[config.mk]
export PLATFORM = sky130hd
export DESIGN_NAME = uc_seq
export DESIGN_NICKNAME = d
export VERILOG_FILES = /design/src/rtl/uc_seq.sv
export SDC_FILE = /design/constraint.sdc
export NUM_CORES = 1
export LEC_CHECK = 0
export CAP_MARGIN = 20
export CORE_ASPECT_RATIO = 0.75
export CORE_UTILIZATION = 45
export CTS_BUF_LIST = sky130_fd_sc_hd__clkbuf_8 sky130_fd_sc_hd__clkbuf_16
export DETAILED_ROUTE_END_ITERATION = 16
export PLACE_DENSITY = 0.73
export REMOVE_ABC_BUFFERS = 1
export SYNTH_ARGS = -nofsm -noshare
export SYNTH_HDL_FRONTEND = slang
export SYNTH_SLANG_ARGS = --single-unit
[constraint.sdc]
create_clock -name clk -period 5.4 [get_ports clk]
set_clock_uncertainty 0.15 [all_clocks]
set_input_delay 1.08 -clock clk [delete_from_list [all_inputs] [get_ports clk]]
set_output_delay 1.08 -clock clk [all_outputs]
set_load 0.01 [all_outputs]
[src/rtl/uc_seq.sv]
// ---------------------------------------------------------------------------
// uc_seq -- tiny microcoded sequencer
//
// Fetches 16-bit instructions from an external synchronous-read program
// memory (one cycle of read latency) and executes one per cycle once the
// fetch pipeline is primed.  Supports output writes, conditional jumps,
// call/return through a small hardware stack, and a counted loop.
//
// Ports
//   clk      : single clock, rising edge
//   rst_n    : asynchronous active-low reset
//   start    : begin execution at START_ADDR (only acted on when idle)
//   abort    : synchronous stop, returns to idle, wins over everything
//   pc       : fetch address presented to the program memory
//   opcode   : memory data for the pc presented on the previous edge
//   cond_in  : branch condition bits selected by JMP
//   out      : registered output word written by OUT
//   out_stb  : one-cycle pulse after out is written
//   busy     : high while priming the pipeline or executing
//   done     : one-cycle pulse after HALT executes
//   err      : sticky stack fault flag, cleared by start or reset
// ---------------------------------------------------------------------------
module uc_seq #(
    parameter int AW         = 8,
    parameter int CW         = 4,
    parameter int OUTW       = 4,
    parameter int SD         = 4,
    parameter int START_ADDR = 0
) (
    input  logic            clk,
    input  logic            rst_n,
    input  logic            start,
    input  logic            abort,
    output logic [AW-1:0]   pc,
    input  logic [15:0]     opcode,
    input  logic [CW-1:0]   cond_in,
    output logic [OUTW-1:0] out,
    output logic            out_stb,
    output logic            busy,
    output logic            done,
    output logic            err
);

    localparam logic [1:0] ST_IDLE = 2'd0;
    localparam logic [1:0] ST_FILL = 2'd1;
    localparam logic [1:0] ST_RUN  = 2'd2;

    localparam logic [3:0] OP_OUT  = 4'd1;
    localparam logic [3:0] OP_JMP  = 4'd2;
    localparam logic [3:0] OP_CALL = 4'd3;
    localparam logic [3:0] OP_RET  = 4'd4;
    localparam logic [3:0] OP_LDC  = 4'd5;
    localparam logic [3:0] OP_DJNZ = 4'd6;
    localparam logic [3:0] OP_HALT = 4'd7;

    // Stack pointer counts entries, so it must be able to hold SD itself.
    localparam int            SPW      = $clog2(SD + 1);
    localparam logic [AW-1:0] START_PC = AW'(START_ADDR);
    localparam logic [AW-1:0] PC_ONE   = AW'(1);
    localparam logic [SPW-1:0] SP_ONE  = SPW'(1);
    localparam logic [SPW-1:0] SP_FULL = SPW'(SD);

    logic [1:0]      state_q, state_d;
    logic [AW-1:0]   pc_q, pc_d;
    logic [AW-1:0]   epc_q, epc_d;
    logic [OUTW-1:0] out_q, out_d;
    logic            out_stb_q, out_stb_d;
    logic            done_q, done_d;
    logic            err_q, err_d;
    logic [7:0]      cnt_q, cnt_d;
    logic [SPW-1:0]  sp_q, sp_d;
    logic [AW-1:0]   stack_q [SD];
    logic [AW-1:0]   stack_d [SD];

    logic [3:0]      op_class;
    logic [AW-1:0]   target;
    logic [2:0]      cond_idx;
    logic            cond_bit;
    logic            jmp_taken;
    logic [AW-1:0]   ret_addr;
    logic [AW-1:0]   pc_inc;

    assign pc      = pc_q;
    assign out     = out_q;
    assign out_stb = out_stb_q;
    assign done    = done_q;
    assign err     = err_q;
    assign busy    = (state_q == ST_FILL) || (state_q == ST_RUN);

    // Instruction field decode plus the condition mux and the stack top.
    // A condition index beyond the implemented inputs reads as zero, which
    // the loop gives for free since no iteration matches it.
    always_comb begin
        op_class = opcode[15:12];
        target   = opcode[AW-1:0];
        cond_idx = opcode[10:8];
        pc_inc   = pc_q + PC_ONE;
        cond_bit = 1'b0;
        for (int i = 0; i < CW; i++) begin
            if (cond_idx == 3'(i)) begin
                cond_bit = cond_in[i];
            end
        end
        jmp_taken = cond_bit ^ opcode[11];
        ret_addr  = '0;
        for (int i = 0; i < SD; i++) begin
            if (SPW'(i) == (sp_q - SP_ONE)) begin
                ret_addr = stack_q[i];
            end
        end
    end

    // Next-state logic.  pc runs one address ahead of epc, the address of
    // the instruction currently on opcode.  Any taken control transfer
    // reloads pc and drops back to FILL to absorb the memory latency.
    always_comb begin
        state_d   = state_q;
        pc_d      = pc_q;
        epc_d     = epc_q;
        out_d     = out_q;
        out_stb_d = 1'b0;
        done_d    = 1'b0;
        err_d     = err_q;
        cnt_d     = cnt_q;
        sp_d      = sp_q;
        stack_d   = stack_q;

        if (abort) begin
            state_d = ST_IDLE;
            pc_d    = START_PC;
        end else begin
            case (state_q)
                ST_IDLE: begin
                    if (start) begin
                        state_d = ST_FILL;
                        pc_d    = START_PC;
                        err_d   = 1'b0;
                        sp_d    = '0;
                    end
                end
                ST_FILL: begin
                    state_d = ST_RUN;
                    pc_d    = pc_inc;
                    epc_d   = pc_q;
                end
                ST_RUN: begin
                    pc_d  = pc_inc;
                    epc_d = pc_q;
                    case (op_class)
                        OP_OUT: begin
                            out_d     = opcode[OUTW-1:0];
                            out_stb_d = 1'b1;
                        end
                        OP_JMP: begin
                            if (jmp_taken) begin
                                pc_d    = target;
                                state_d = ST_FILL;
                            end
                        end
                        OP_CALL: begin
                            if (sp_q == SP_FULL) begin
                                err_d   = 1'b1;
                                state_d = ST_IDLE;
                                pc_d    = START_PC;
                            end else begin
                                for (int i = 0; i < SD; i++) begin
                                    if (SPW'(i) == sp_q) begin
                                        stack_d[i] = epc_q + PC_ONE;
                                    end
                                end
                                sp_d    = sp_q + SP_ONE;
                                pc_d    = target;
                                state_d = ST_FILL;
                            end
                        end
                        OP_RET: begin
                            if (sp_q == '0) begin
                                err_d   = 1'b1;
                                state_d = ST_IDLE;
                                pc_d    = START_PC;
                            end else begin
                                sp_d    = sp_q - SP_ONE;
                                pc_d    = ret_addr;
                                state_d = ST_FILL;
                            end
                        end
                        OP_LDC: begin
                            cnt_d = opcode[7:0];
                        end
                        OP_DJNZ: begin
                            if (cnt_q != 8'd0) begin
                                cnt_d   = cnt_q - 8'd1;
                                pc_d    = target;
                                state_d = ST_FILL;
                            end
                        end
                        OP_HALT: begin
                            state_d = ST_IDLE;
                            done_d  = 1'b1;
                            pc_d    = START_PC;
                        end
                        default: begin
                        end
                    endcase
                end
                default: begin
                    state_d = ST_IDLE;
                    pc_d    = START_PC;
                end
            endcase
        end
    end

    // State registers; everything returns to idle values the moment rst_n
    // falls, without waiting for a clock.
    always_ff @(posedge clk or negedge rst_n) begin
        if (!rst_n) begin
            state_q   <= ST_IDLE;
            pc_q      <= START_PC;
            epc_q     <= START_PC;
            out_q     <= '0;
            out_stb_q <= 1'b0;
            done_q    <= 1'b0;
            err_q     <= 1'b0;
            cnt_q     <= 8'd0;
            sp_q      <= '0;
            for (int i = 0; i < SD; i++) begin
                stack_q[i] <= '0;
            end
        end else begin
            state_q   <= state_d;
            pc_q      <= pc_d;
            epc_q     <= epc_d;
            out_q     <= out_d;
            out_stb_q <= out_stb_d;
            done_q    <= done_d;
            err_q     <= err_d;
            cnt_q     <= cnt_d;
            sp_q      <= sp_d;
            for (int i = 0; i < SD; i++) begin
                stack_q[i] <= stack_d[i];
            end
        end
    end

endmodule
# ---- Word level (Yosys, flattened, before mapping)
# Cells that the tools add are included.
dict set report classes {
  addsub 5
  n_eq_ne 30
  n_mux 42
  bitwise 3
  reduce_logical 19
}
# operator count
set ops {}
lappend ops {{$mux W8} 11}
lappend ops {{$pmux W8 S5} 1}
lappend ops {{$pmux W8 S3} 1}
lappend ops {{$reduce_and A5 Y1} 4}
lappend ops {{$add A8 B1 Y8 const B} 2}
lappend ops {{$eq A4 B3 Y1 const B} 4}
lappend ops {{$pmux W8 S2} 1}
lappend ops {{$mux W1} 15}
lappend ops {{$ne A3 B3 Y1 const B} 5}
lappend ops {{$eq A2 B3 Y1 const A} 4}
lappend ops {{$pmux W3 S2} 2}
lappend ops {{$reduce_and A6 Y1} 2}
lappend ops {{$pmux W2 S5} 1}
lappend ops {{$logic_not A3 Y1} 3}
lappend ops {{$mux W3} 3}
lappend ops {{$eq A4 B2 Y1 const B} 2}
lappend ops {{$mux W2} 4}
lappend ops {{$ne A4 B4 Y1 const B} 2}
lappend ops {{$reduce_and A4 Y1} 2}
lappend ops {{$reduce_bool A8 Y1} 1}
lappend ops {{$sub A8 B1 Y8 const B} 1}
lappend ops {{$ne A7 B2 Y1 const B} 1}
lappend ops {{$eq A1 B3 Y1 const A} 2}
lappend ops {{$eq A3 B2 Y1 const B} 2}
lappend ops {{19 further kinds} 23}
dict set report totals {
  regBits 68
  in_bits 24
  output_inout_bits 16
  elab_cells 112
}

# ---- Logic depth before layout (Yosys ltp)
# Gate-level depths: netlist of the first run.
dict set report logic_depth {
  depth_word 10
  mapped_depth 9
  depth_no_buf 7
}

# ---- Least setup slack after synthesis of the first run
# No wires, ideal clock.
dict set report synth_timing {
  path_kind {input port to flip-flop}
  startpoint {input opcode[15]}
  endpoint {register pc_q[1], in the netlist pc[1]}
  setup_time_ns 0.129
  t_arrival_ns 2.487
  t_required_ns 5.121
  path_slack_ns 2.634
  stages 7
  path_buffers 2
  path_cell_list {buf_2 nor2b_4 and3b_1 buf_6 a222oi_1 a21oi_2 a2111o_1}
}
dict set report synth_via {
  elab_chain_len 4
  word_cells_on_any_way 8
  cone_classes {eq/ne: 5; mux: 3}
}
# element line
set synth_lines {}
lappend synth_lines {{start: declaration} 35} ;# input logic [15:0] opcode,
lappend synth_lines {{$eq A4 B3 Y1 / $eq A4 B2 Y1 (equally long branches)} 149} ;# case (op_class)
lappend synth_lines {{$pmux W8 S5 *} 149}
lappend synth_lines {{$pmux W8 S3 *} 132} ;# case (state_q)
lappend synth_lines {{$mux W8 *} 128} ;# if (abort) begin
lappend synth_lines {{end signal: assignment} 232} ;# pc_q <= pc_d;
lappend synth_lines {{end: declaration} 64} ;# logic [AW-1:0] pc_q, pc_d;
# Every way passes the cells marked *; elsewhere a longest branch is shown, timed or not.
# A chain may end at the register's enable or synchronous reset.

# ---- Worst setup path in the final report of the first run
dict set report layout_timing {
  startpoint {input opcode[13]}
  endpoint {register stack_q[25] (netlist bit)}
}
dict set report layout_via {
  elab_chain_len 2
}
# element line
set layout_lines {}
lappend layout_lines {{$eq A4 B2 Y1} 149}
lappend layout_lines {{$reduce_and A5 Y1 (no line)} n/a}
lappend layout_lines {{end signal: indexed assignment} 241} ;# stack_q[i] <= stack_d[i];
lappend layout_lines {{end: declaration} 72} ;# logic [AW-1:0] stack_q [SD];
# No other way between the ends.

==> metrics.md, run 1 <==
| Metric | Value |
|---|---|
| Die outline height | `83.0 um` |
| Die area | `9120 um2` |
| Achievable Freq | `299 MHz` |
| Synthesized instance count | `413` |
| Number of global-route vias before repair | `3153` |
| Number of fill cells in the layout | `754` |
| Post-synth top area share | `43.3%` |
| Count of pins on the block boundary | `40` |
| Critical path peak fanout | `15` |
| GRT overflow | `0` |
| Required time of the worst setup path | `5.47 ns` |
| Area delta synth->final | `19.5%` |
| Library cell used as clock root buffer | `sky130_fd_sc_hd__clkbuf_16` |
| Power per cell area | `356 nW/um2` |
| Total vias in the final route | `3203` |
| Leading cell types in the layout, fill and taps excluded | `sky130_fd_sc_hd__dfrtp_1 (68), sky130_fd_sc_hd__nand2_1 (62), sky130_fd_sc_hd__clkdlybuf4s50_1 (38), sky130_fd_sc_hd__o21ai_0 (27), sky130_fd_sc_hd__o21ai_1 (22)` |
| CTS Hold Buffers Added | `0` |
| Core Footprint | `8450 um2` |
| Fin cells | `556` |
| Largest net degree at the start of global routing | `37` |
| Arrival time of data at the critical path endpoint | `3.41 ns` |
| Via-to-Cell Ratio | `5.76` |
| Routability cong. | `0.876` |
| Quantity of I/O buffers inserted on ports | `39` |
| Clock buffer count from CTS | `9` |
| Proportion of total power due to net switching | `30.3%` |
| Period minus WS final | `3.35 ns` |
| Detailed-route wire length per cell | `16.4 um` |
| Design internal power | `1.17 mW` |
| Total number of nets in the final design | `482` |
| Sequential element share of the synthesized area | `43.3%` |
| Share of total power in combinational logic | `23.3%` |
| Largest cells by area after synthesis | `sky130_fd_sc_hd__dfrtp_1 (43%), sky130_fd_sc_hd__nand2_1 (5.9%), sky130_fd_sc_hd__ha_1 (4.8%)` |
| Ratio of final minimum period to clock period | `62.0%` |
| Number of setup violations in the final report | `0` |
| Antenna diode count | `0` |
| Wire length of the first global-routing pass | `15600 um` |
| Total wire length | `9140 um` |
| Overall power | `1.67 mW` |
| Transition time at the pin with the least slew margin | `0.886 ns` |
| Number of placed cells counting well taps | `540` |
| Setup repair after global routing missed its margin | `false` |
| Clock Tree Buf Depth | `2` |
| Syn Std Cell Area | `3930 um2` |
| Post-synthesis cell type count | `59` |
| Buffers inserted by post-CTS timing repair | `0` |
| Worst min path class | `register to register` |
| Highest routed metal layer | `met4` |
| Synthesized area per cell | `9.52 um2` |
| Relative slew slack | `41.0%` |
| Latest clock arrival within the worst-skew pair | `0.34 ns` |
| Die width | `110 um` |
| Category of the critical setup timing path | `primary input to register` |
| Drt first-iter violations | `225` |
| CTS-repair resized insts | `0` |
| Final core occ | `55.6%` |
| Number of design rule violations left after detail routing | `0` |
| Nature of the critical path endpoint | `register` |
| Post-synthesis register bit count | `68` |
| Number of detailed-routing iterations run before antenna repair | `5` |
| Net Sw Power | `507 uW` |
| Detailed-routed wire length on met2 | `4140 um` |
| Starting density of the core | `46.5%` |
| Flop pwr share | `36.5%` |
| Final hold violation count | `0` |
| Rows | `29` |
| M1 WL | `4390 um` |
| Sum of net half-perimeters after detailed placement | `6630 um` |
| Overall track demand over capacity in global routing | `22.2%` |
| Yosys top cell by area | `sky130_fd_sc_hd__dfrtp_1` |
| Max Transition Viols Final | `0` |
| Run status | `finished clean` |
| Main flop type after synthesis | `sky130_fd_sc_hd__dfrtp_1` |
| Share of post-route cells with drive strength above 1 | `8.71%` |
| CTS clock-pin slew for the worst setup and hold paths | `0.05 ns` |
| Leading cell type in the layout, fill and taps excluded | `sky130_fd_sc_hd__dfrtp_1` |
| Leak Pwr | `2.04 nW` |
| Worst IR drop on VDD | `0.226 mV` |
| Initial antenna violation count | `0` |
| Post-synth EDFFs | `0` |
| Yosys warnings | `0` |
| TritonCTS clock tree | `built` |
| Sink Count | `68` |
| H-tree levels | `3` |
| Antenna violation net count after detailed routing | `0` |
| Metal3 WL | `494 um` |
| Type of element launching the critical path | `primary input` |
| MaxCap Viol Count | `0` |
| Summed negative setup slack over all endpoints | `0 ns` |
| Share of synthesized flip-flops with an asynchronous set or reset | `100%` |
| Clock power share | `40.2%` |
[kinds of logic (layout without fill, tap and decap cells)]
| family | after synthesis | after routing | share of synthesized area, % |
|---|---|---|---|
| AND/OR/NAND/NOR | 137 | 137 | 18.5 |
| AO/OA/AOI/OAI | 114 | 114 | 19.2 |
| flip-flops | 68 | 68 | 43.3 |
| buffers and inverters | 41 | 76 | 4.55 |
| multiplexers | 24 | 24 | 6.55 |
| adder cells (fa/ha/maj) | 15 | 15 | 4.77 |
| XOR/XNOR | 14 | 14 | 3.12 |
[stage by stage]
stage          worst slack [ns]  instance area, um2  hold slack [ns]
5_1_grt                    1.83                4700            0.354
3_3_place_gp               1.80                4360            0.312
2_1_floorplan              2.69                3830            0.300
3_5_place_dp               1.76                4360            0.320
4_1_cts                    2.09                4700            0.333
6_report                   2.05                4700            0.326
[worst max-delay path, stage by stage]
cell and delay (ns):
sky130_fd_sc_hd__clkdlybuf4s50_1 0.70, sky130_fd_sc_hd__and4bb_2 0.38, sky130_fd_sc_hd__nor3b_1 0.39, sky130_fd_sc_hd__nand2_1 0.40, sky130_fd_sc_hd__mux2_1 0.46
[per-layer routing]
metal	vias to the layer above	track usage, %
met5	-	0
met4	0	6.42
met3	14	6.83
met2	82	32.1
met1	1557	31.7
li1	1550	-
[worst paths after layout]
| check | start | slack [ns] | end | cells after the start |
|---|---|---|---|---|
| max | opcode[13] | 2.05 | stack_q[25] | 5 |
| min | out[2] | 0.33 | out[2] | 2 |
| max reg2reg | state_q[0] | 2.48 | cnt_q[4] | 7 |
| min reg2reg | out[2] | 0.33 | out[2] | 2 |
| max in group asynchronous | rst_n | 3.50 | err | 2 |
| min in group asynchronous | rst_n | 0.66 | stack_q[22] | 1 |
[Yosys cell counts, drive strengths merged (2+ instances only)]
cell and number:
clkbuf 13, nand3b 4, nor4 4, o2bb2ai 2, or2 3, mux2 14
nand2b 8, ha 15, a211o 2, or4 3, xnor2 5, a22o 2
inv 20, a21oi 20, buf 8, and3 4, a2111o 4, or2b 2
a221oi 3, nand4 3, a221o 11, nor2 10, dfrtp 68, o22ai 3
nor3 2, nor3b 2, a22oi 6, a211oi 2, mux2i 10, nor4b 2
a31oi 3, xor2 9, and2 3, nand2 62, nand3 11, o21ai 49
nor2b 8
[power groups by stage]
stage | combinational [mW] | sequential (mW) | clock [mW]
6_report | 0.390 | 0.610 | 0.672
5_1_grt | 0.438 | 0.617 | 0.707
4_1_cts | 0.388 | 0.609 | 0.686
3_5_place_dp | 0.382 | 0.618 | 0
3_3_place_gp | 0.373 | 0.615 | 0
2_1_floorplan | 0.249 | 0.608 | 0
[area by class of cell]
class / count / area (um2) / share of cell area [%]
multi-input cells: 304 / 2050 / 43.7
flip-flops and latches: 68 / 1700 / 36.2
repair buffers: 40 / 393 / 8.36
clock buffers: 9 / 225 / 4.79
well taps: 108 / 135 / 2.88
clock inverters: 7 / 116 / 2.48
inverters: 20 / 75.1 / 1.60
[state kept, by name, summed over array words and instances, names as in the netlist]
register	count
stack_q	32
epc_q	8
pc	8
err	1
out	4
done	1
cnt_q	8
sp_q	3
out_stb	1
state_q	2
Note: power is estimated with default switching activity, not from simulation.
==> run 2, diff against run 1 <==
PLACE_DENSITY = 0.75   (was 0.73)
clock period = 2.8 ns   (was 5.4 ns; I/O delays follow)
==> run 2 against run 1 <==
Net effect:
- clock power increased by 80%
- setup slack got worse by 1.8 ns
- wire length is 3.3% higher
- global-route usage increased by 0.050 points
- final area is 4.0% higher
- clock-buffer cell count rose by 2
- flip-flop and latch count unchanged
==> metrics.md, run 2 (synthesis gave the netlist of run 1 again) <==
| Metric | Value |
|---|---|
| Leading cell type in the layout, fill and taps excluded | `sky130_fd_sc_hd__dfrtp_1` |
| Die area | `9120 um2` |
| Overall track demand over capacity in global routing | `22.2%` |
| Number of flip-flops under the largest register name | `32` |
| Sink Count | `68` |
| Category of the critical setup timing path | `register to register` |
| Worst min path class | `primary input to async pin` |
| Critical path's largest stage delay | `0.45 ns` |
| Register-to-register setup slack | `0.30 ns` |
| Clock buffer count from CTS | `9` |
| H-tree levels | `3` |
| Quantity of I/O buffers inserted on ports | `39` |
| Leak Pwr | `2.16 nW` |
| Worst path cell trace | `inv_1 > ha_1 > nor3b_2 > nand2_1 > a222oi_1 > a21oi_2 > a2111o_1` |
| CTS clock-pin slew for the worst setup and hold paths | `0.06 ns` |
| Core Footprint | `8450 um2` |
| Number of fill cells in the layout | `724` |
| Number of detailed-routing iterations run before antenna repair | `5` |
| Latest clock arrival within the worst-skew pair | `0.33 ns` |
| Number of global-route vias before repair | `3214` |
| Total wire length | `9440 um` |
| Period minus WS final | `2.50 ns` |
| Nature of the critical path endpoint | `register` |
| Largest net degree at the start of global routing | `31` |
| Die width | `110 um` |
| Wire length of the first global-routing pass | `15600 um` |
| Drt first-iter violations | `232` |
| Power per cell area | `659 nW/um2` |
| Antenna violation net count after detailed routing | `0` |
| Number of design rule violations left after detail routing | `0` |
| MaxCap Viol Count | `0` |
| Worst Path Buf+Inv | `1` |
| Library cell used as clock root buffer | `sky130_fd_sc_hd__clkbuf_16` |
| Setup repair after global routing missed its margin | `false` |
| Fin cells | `580` |
| Worst IR drop on VDD | `0.440 mV` |
| Number of placed cells counting well taps | `567` |
| Antenna diode count | `0` |
| Relative slew slack | `50.1%` |
| CTS-repair resized insts | `0` |
| Final hold violation count | `0` |
| Achievable Freq | `399 MHz` |
| Register name with the most flops | `stack_q` |
| Area delta synth->final | `24.2%` |
| Clock Tree Buf Depth | `2` |
| Leading cell types in the layout, fill and taps excluded | `sky130_fd_sc_hd__dfrtp_1 (68), sky130_fd_sc_hd__nand2_1 (62), sky130_fd_sc_hd__clkdlybuf4s50_1 (38), sky130_fd_sc_hd__o21ai_0 (27), sky130_fd_sc_hd__buf_4 (27)` |
| CTS Hold Buffers Added | `0` |
| GRT overflow | `0` |
| Cell type group with the largest total delay on the critical path | `compound AO/OA/AOI/OAI gates` |
| Count of pins on the block boundary | `40` |
| Share of post-route cells with drive strength above 1 | `13.6%` |
| TritonCTS clock tree | `built` |
| Max Transition Viols Final | `0` |
| Die outline height | `83.0 um` |
| Type of element launching the critical path | `register` |
| Number of setup violations in the final report | `0` |
| Routability cong. | `0.892` |
| Total number of nets in the final design | `509` |
| Buffers inserted by post-CTS timing repair | `0` |
| Sum of net half-perimeters after detailed placement | `7130 um` |
| Total vias in the final route | `3311` |
| Starting density of the core | `46.5%` |
| Detailed-route wire length per cell | `16.3 um` |
| Arrival time of data at the critical path endpoint | `2.56 ns` |
| Slowest stage cell, crit path | `sky130_fd_sc_hd__nor3b_2` |
| Required time of the worst setup path | `2.86 ns` |
| Rows | `29` |
| Transition time at the pin with the least slew margin | `0.748 ns` |
| Ratio of final minimum period to clock period | `89.4%` |
| Run status | `finished clean` |
| Via-to-Cell Ratio | `5.71` |
| Critical path peak fanout | `8` |
| Summed negative setup slack over all endpoints | `0 ns` |
| Initial antenna violation count | `0` |
-- run 2: cell count changes in the layout (fill, tap and decap cells not counted), sizes merged --
cell,change
buf,+27
bufinv,-1
clkbuf,+2
clkinv,-3
inv,-1
-- run 2: layout make-up --
type	count	area, um2	area share [%]
tap	108	135	2.77
clock buffer	11	253	5.17
clock inverter	2	60.1	1.23
multi-input combinational	304	2050	42.0
sequential	68	1700	34.8
timing repair buffer	67	608	12.4
inverter	20	75.1	1.54
-- run 2: power breakdown --
group,leakage [nW],switching [mW],internal [mW]
Clock,0.154,0.395,0.812
Sequential,0.936,0.102,1.07
Combinational,1.07,0.465,0.371
-- run 2: path summary, 6_finish.rpt --
path	start	cells after the start	endpoint
max	cnt_q[0]	7	pc[1]
min in group clk	stack_q[11]	2	stack_q[11]
min	rst_n	1	stack_q[30]
max in group asynchronous	rst_n	2	cnt_q[6]
min reg2reg	stack_q[11]	2	stack_q[11]
max reg2reg	cnt_q[0]	7	pc[1]
-- run 2: per-layer routing --
layer	GRT usage (%)	share of wire, %	vias to the layer above	wire length (um)
met3	6.12	5.5	10	522
met1	32.6	49	1606	4590
li1	-	-	1603	-
met4	4.24	0.72	0	68
met2	32.9	45	92	4260
met5	0	0	-	0
-- run 2: stage by stage --
step	power (mW)	cell area, um2	utilization (%)	setup WS [ns]	hold WS [ns]
floorplan	1.65	3830	-	0.412	0.114
global placement	1.99	4570	54.1	0.0479	0.311
detailed placement	2.01	4570	54.1	0.00955	0.324
CTS	3.22	4890	57.8	0.346	0.166
global route	3.38	4890	57.8	0.155	0.204
finish	3.22	4890	57.8	0.296	0.140
-- run 2: worst reg2reg max path, stage by stage, from the launching register on --
cell and delay (ns):
sky130_fd_sc_hd__dfrtp_1 0.40, sky130_fd_sc_hd__inv_1 0.08, sky130_fd_sc_hd__ha_1 0.19, sky130_fd_sc_hd__nor3b_2 0.45, sky130_fd_sc_hd__nand2_1 0.11, sky130_fd_sc_hd__a222oi_1 0.35
sky130_fd_sc_hd__a21oi_2 0.21, sky130_fd_sc_hd__a2111o_1 0.44
==> run 3, diff against run 2 <==
CORE_MARGIN = 5   (was unset)
==> run 3 against run 2 <==
Net effect:
- critical path depth is 1 lower
- core utilization about the same
- cell count increased by 0.34%
- clock-buffer cell count rose by 1
- first-iteration DRC count fell by 6.0%
- register-to-register slack improved by 0.12 ns
==> metrics.md, run 3 (synthesis gave the netlist of run 1 again) <==
| Metric | Value |
|---|---|
| Power per cell area | `671 nW/um2` |
| Number of global-route vias before repair | `3444` |
| TritonCTS clock tree | `built` |
| Type of element launching the critical path | `primary input` |
| Starting density of the core | `46.3%` |
| Required time of the worst setup path | `2.92 ns` |
| Max Transition Viols Final | `0` |
| Antenna violation net count after detailed routing | `0` |
| Relative slew slack | `58.4%` |
| Register Area | `1700 um2` |
| Flop pwr share | `35.7%` |
| Library cell used as clock root buffer | `sky130_fd_sc_hd__clkbuf_16` |
| Worst hold slack across all endpoints | `0.00467 ns` |
| Sum of net half-perimeters after detailed placement | `7250 um` |
| Quantity of I/O buffers inserted on ports | `39` |
| Dpl cell area | `4570 um2` |
| CTS-repair resized insts | `0` |
| GRT overflow | `0` |
| Clock power share | `38.6%` |
| Overall track demand over capacity in global routing | `19.0%` |
| Ratio of final minimum period to clock period | `89.6%` |
| Period minus WS final | `2.51 ns` |
| Critical path peak fanout | `11` |
| Buffers inserted by post-CTS timing repair | `0` |
| Core Footprint | `8490 um2` |
| Worst slack, placed | `-0.00383 ns` |
| Leak Pwr | `2.17 nW` |
| Combined area of the multi-input logic cells | `2050 um2` |
| Number of detailed-routing iterations run before antenna repair | `5` |
| Number of setup violations in the final report | `0` |
| Leading cell type in the layout, fill and taps excluded | `sky130_fd_sc_hd__dfrtp_1` |
| Largest net degree at the start of global routing | `53` |
| Arrival time of data at the critical path endpoint | `2.63 ns` |
| Final setup slack of the worst path | `0.290 ns` |
| Net Sw Power | `991 uW` |
| Wire length of the first global-routing pass | `16900 um` |
| Nature of the critical path endpoint | `register` |
| Leading cell types in the layout, fill and taps excluded | `sky130_fd_sc_hd__dfrtp_1 (68), sky130_fd_sc_hd__nand2_1 (62), sky130_fd_sc_hd__clkdlybuf4s50_1 (38), sky130_fd_sc_hd__o21ai_0 (27), sky130_fd_sc_hd__buf_4 (27)` |
| CTS Hold Buffers Added | `0` |
| Total number of nets in the final design | `509` |
| Latest clock arrival within the worst-skew pair | `0.34 ns` |
| Die outline height | `91.0 um` |
| CTS clock-pin slew for the worst setup and hold paths | `0.06 ns` |
| Number of flip-flops under the largest register name | `32` |
| Category of the critical setup timing path | `primary input to register` |
| Register name with the most flops | `stack_q` |
| Count of pins on the block boundary | `40` |
| Final hold violation count | `0` |
| Detailed-route wire length per cell | `16.5 um` |
| Antenna diode count | `0` |
| Share of total power in combinational logic | `25.6%` |
| Total vias in the final route | `3315` |
| H-tree levels | `3` |
| MaxCap Viol Count | `0` |
| Run status | `finished clean` |
| Worst min path class | `primary input to async pin` |
| Proportion of total power due to net switching | `30.1%` |
| Achievable Freq | `398 MHz` |
| Total wire length | `9630 um` |
| Drt first-iter violations | `218` |
| Final core occ | `57.8%` |
| Die width | `118 um` |
| Routability cong. | `0.864` |
| Clock Tree Buf Depth | `2` |
| Number of design rule violations left after detail routing | `0` |
| Via-to-Cell Ratio | `5.70` |
| Worst IR drop on VDD | `0.449 mV` |
| Clock buffer count from CTS | `9` |
| Setup repair after global routing missed its margin | `false` |
| Share of post-route cells with drive strength above 1 | `13.9%` |
| Design internal power | `2.30 mW` |
| Initial antenna violation count | `0` |
| Number of fill cells in the layout | `750` |
| Summed negative setup slack over all endpoints | `0 ns` |
| Die area | `10700 um2` |
| Post-route design area | `4910 um2` |
| Area delta synth->final | `24.8%` |
| Sink Count | `68` |
| Transition time at the pin with the least slew margin | `0.624 ns` |
| Rows | `29` |
run 3: cell types whose count changed in the layout (fill, tap and decap cells not counted):
cell                       before  now
sky130_fd_sc_hd__clkbuf_8       2    3
sky130_fd_sc_hd__clkinv_4       0    1
run 3: through the flow:
step	cells	power, mW
CTS	582	3.31
detailed placement	567	2.03
global route	582	3.46
floorplan	392	1.65
finish	582	3.29
global placement	567	2.00
run 3: layer usage:
layer,up-vias,GRT usage (%),wire (um)
met5,-,0,0
met4,0,3.72,82
met3,15,5.90,570
met2,85,29.2,4370
met1,1618,26.8,4600
li1,1597,-,-
run 3: critical path, cell delays in order:
cell,delay [ns]
sky130_fd_sc_hd__clkdlybuf4s50_1,0.61
sky130_fd_sc_hd__nor4b_2,0.46
sky130_fd_sc_hd__nand3_1,0.12
sky130_fd_sc_hd__mux2i_1,0.34
sky130_fd_sc_hd__o31a_1,0.34
sky130_fd_sc_hd__a221o_1,0.20
run 3: worst paths after layout:
kind                             from     endpoint  slack, ns  depth (start not counted)
setup / recovery           opcode[12]        pc[5]       0.29                          6
hold / removal                  rst_n     cnt_q[7]      0.005                          1
setup reg to reg           state_q[0]        pc[5]       0.42                          7
hold reg to reg            stack_q[2]   stack_q[2]       0.33                          2
max in group asynchronous       rst_n  stack_q[25]       1.87                          2
min in group clk           stack_q[2]   stack_q[2]       0.33                          2
run 3: final cells by class:
class                      instances  share of cell area (%)
clock buffer                      12                    5.43
clock inverter                     3                    1.40
inverter                          20                    1.53
multi-input combinational        304                    41.8
sequential                        68                    34.7
tap                              108                    2.75
timing repair buffer              67                    12.4
run 3: power by group through the flow:
stage	sequential [mW]	combinational (mW)	clock, mW
finish	1.18	0.844	1.27
detailed placement	1.19	0.836	0
global route	1.19	0.938	1.33
global placement	1.18	0.814	0
CTS	1.18	0.842	1.29
floorplan	1.17	0.480	0
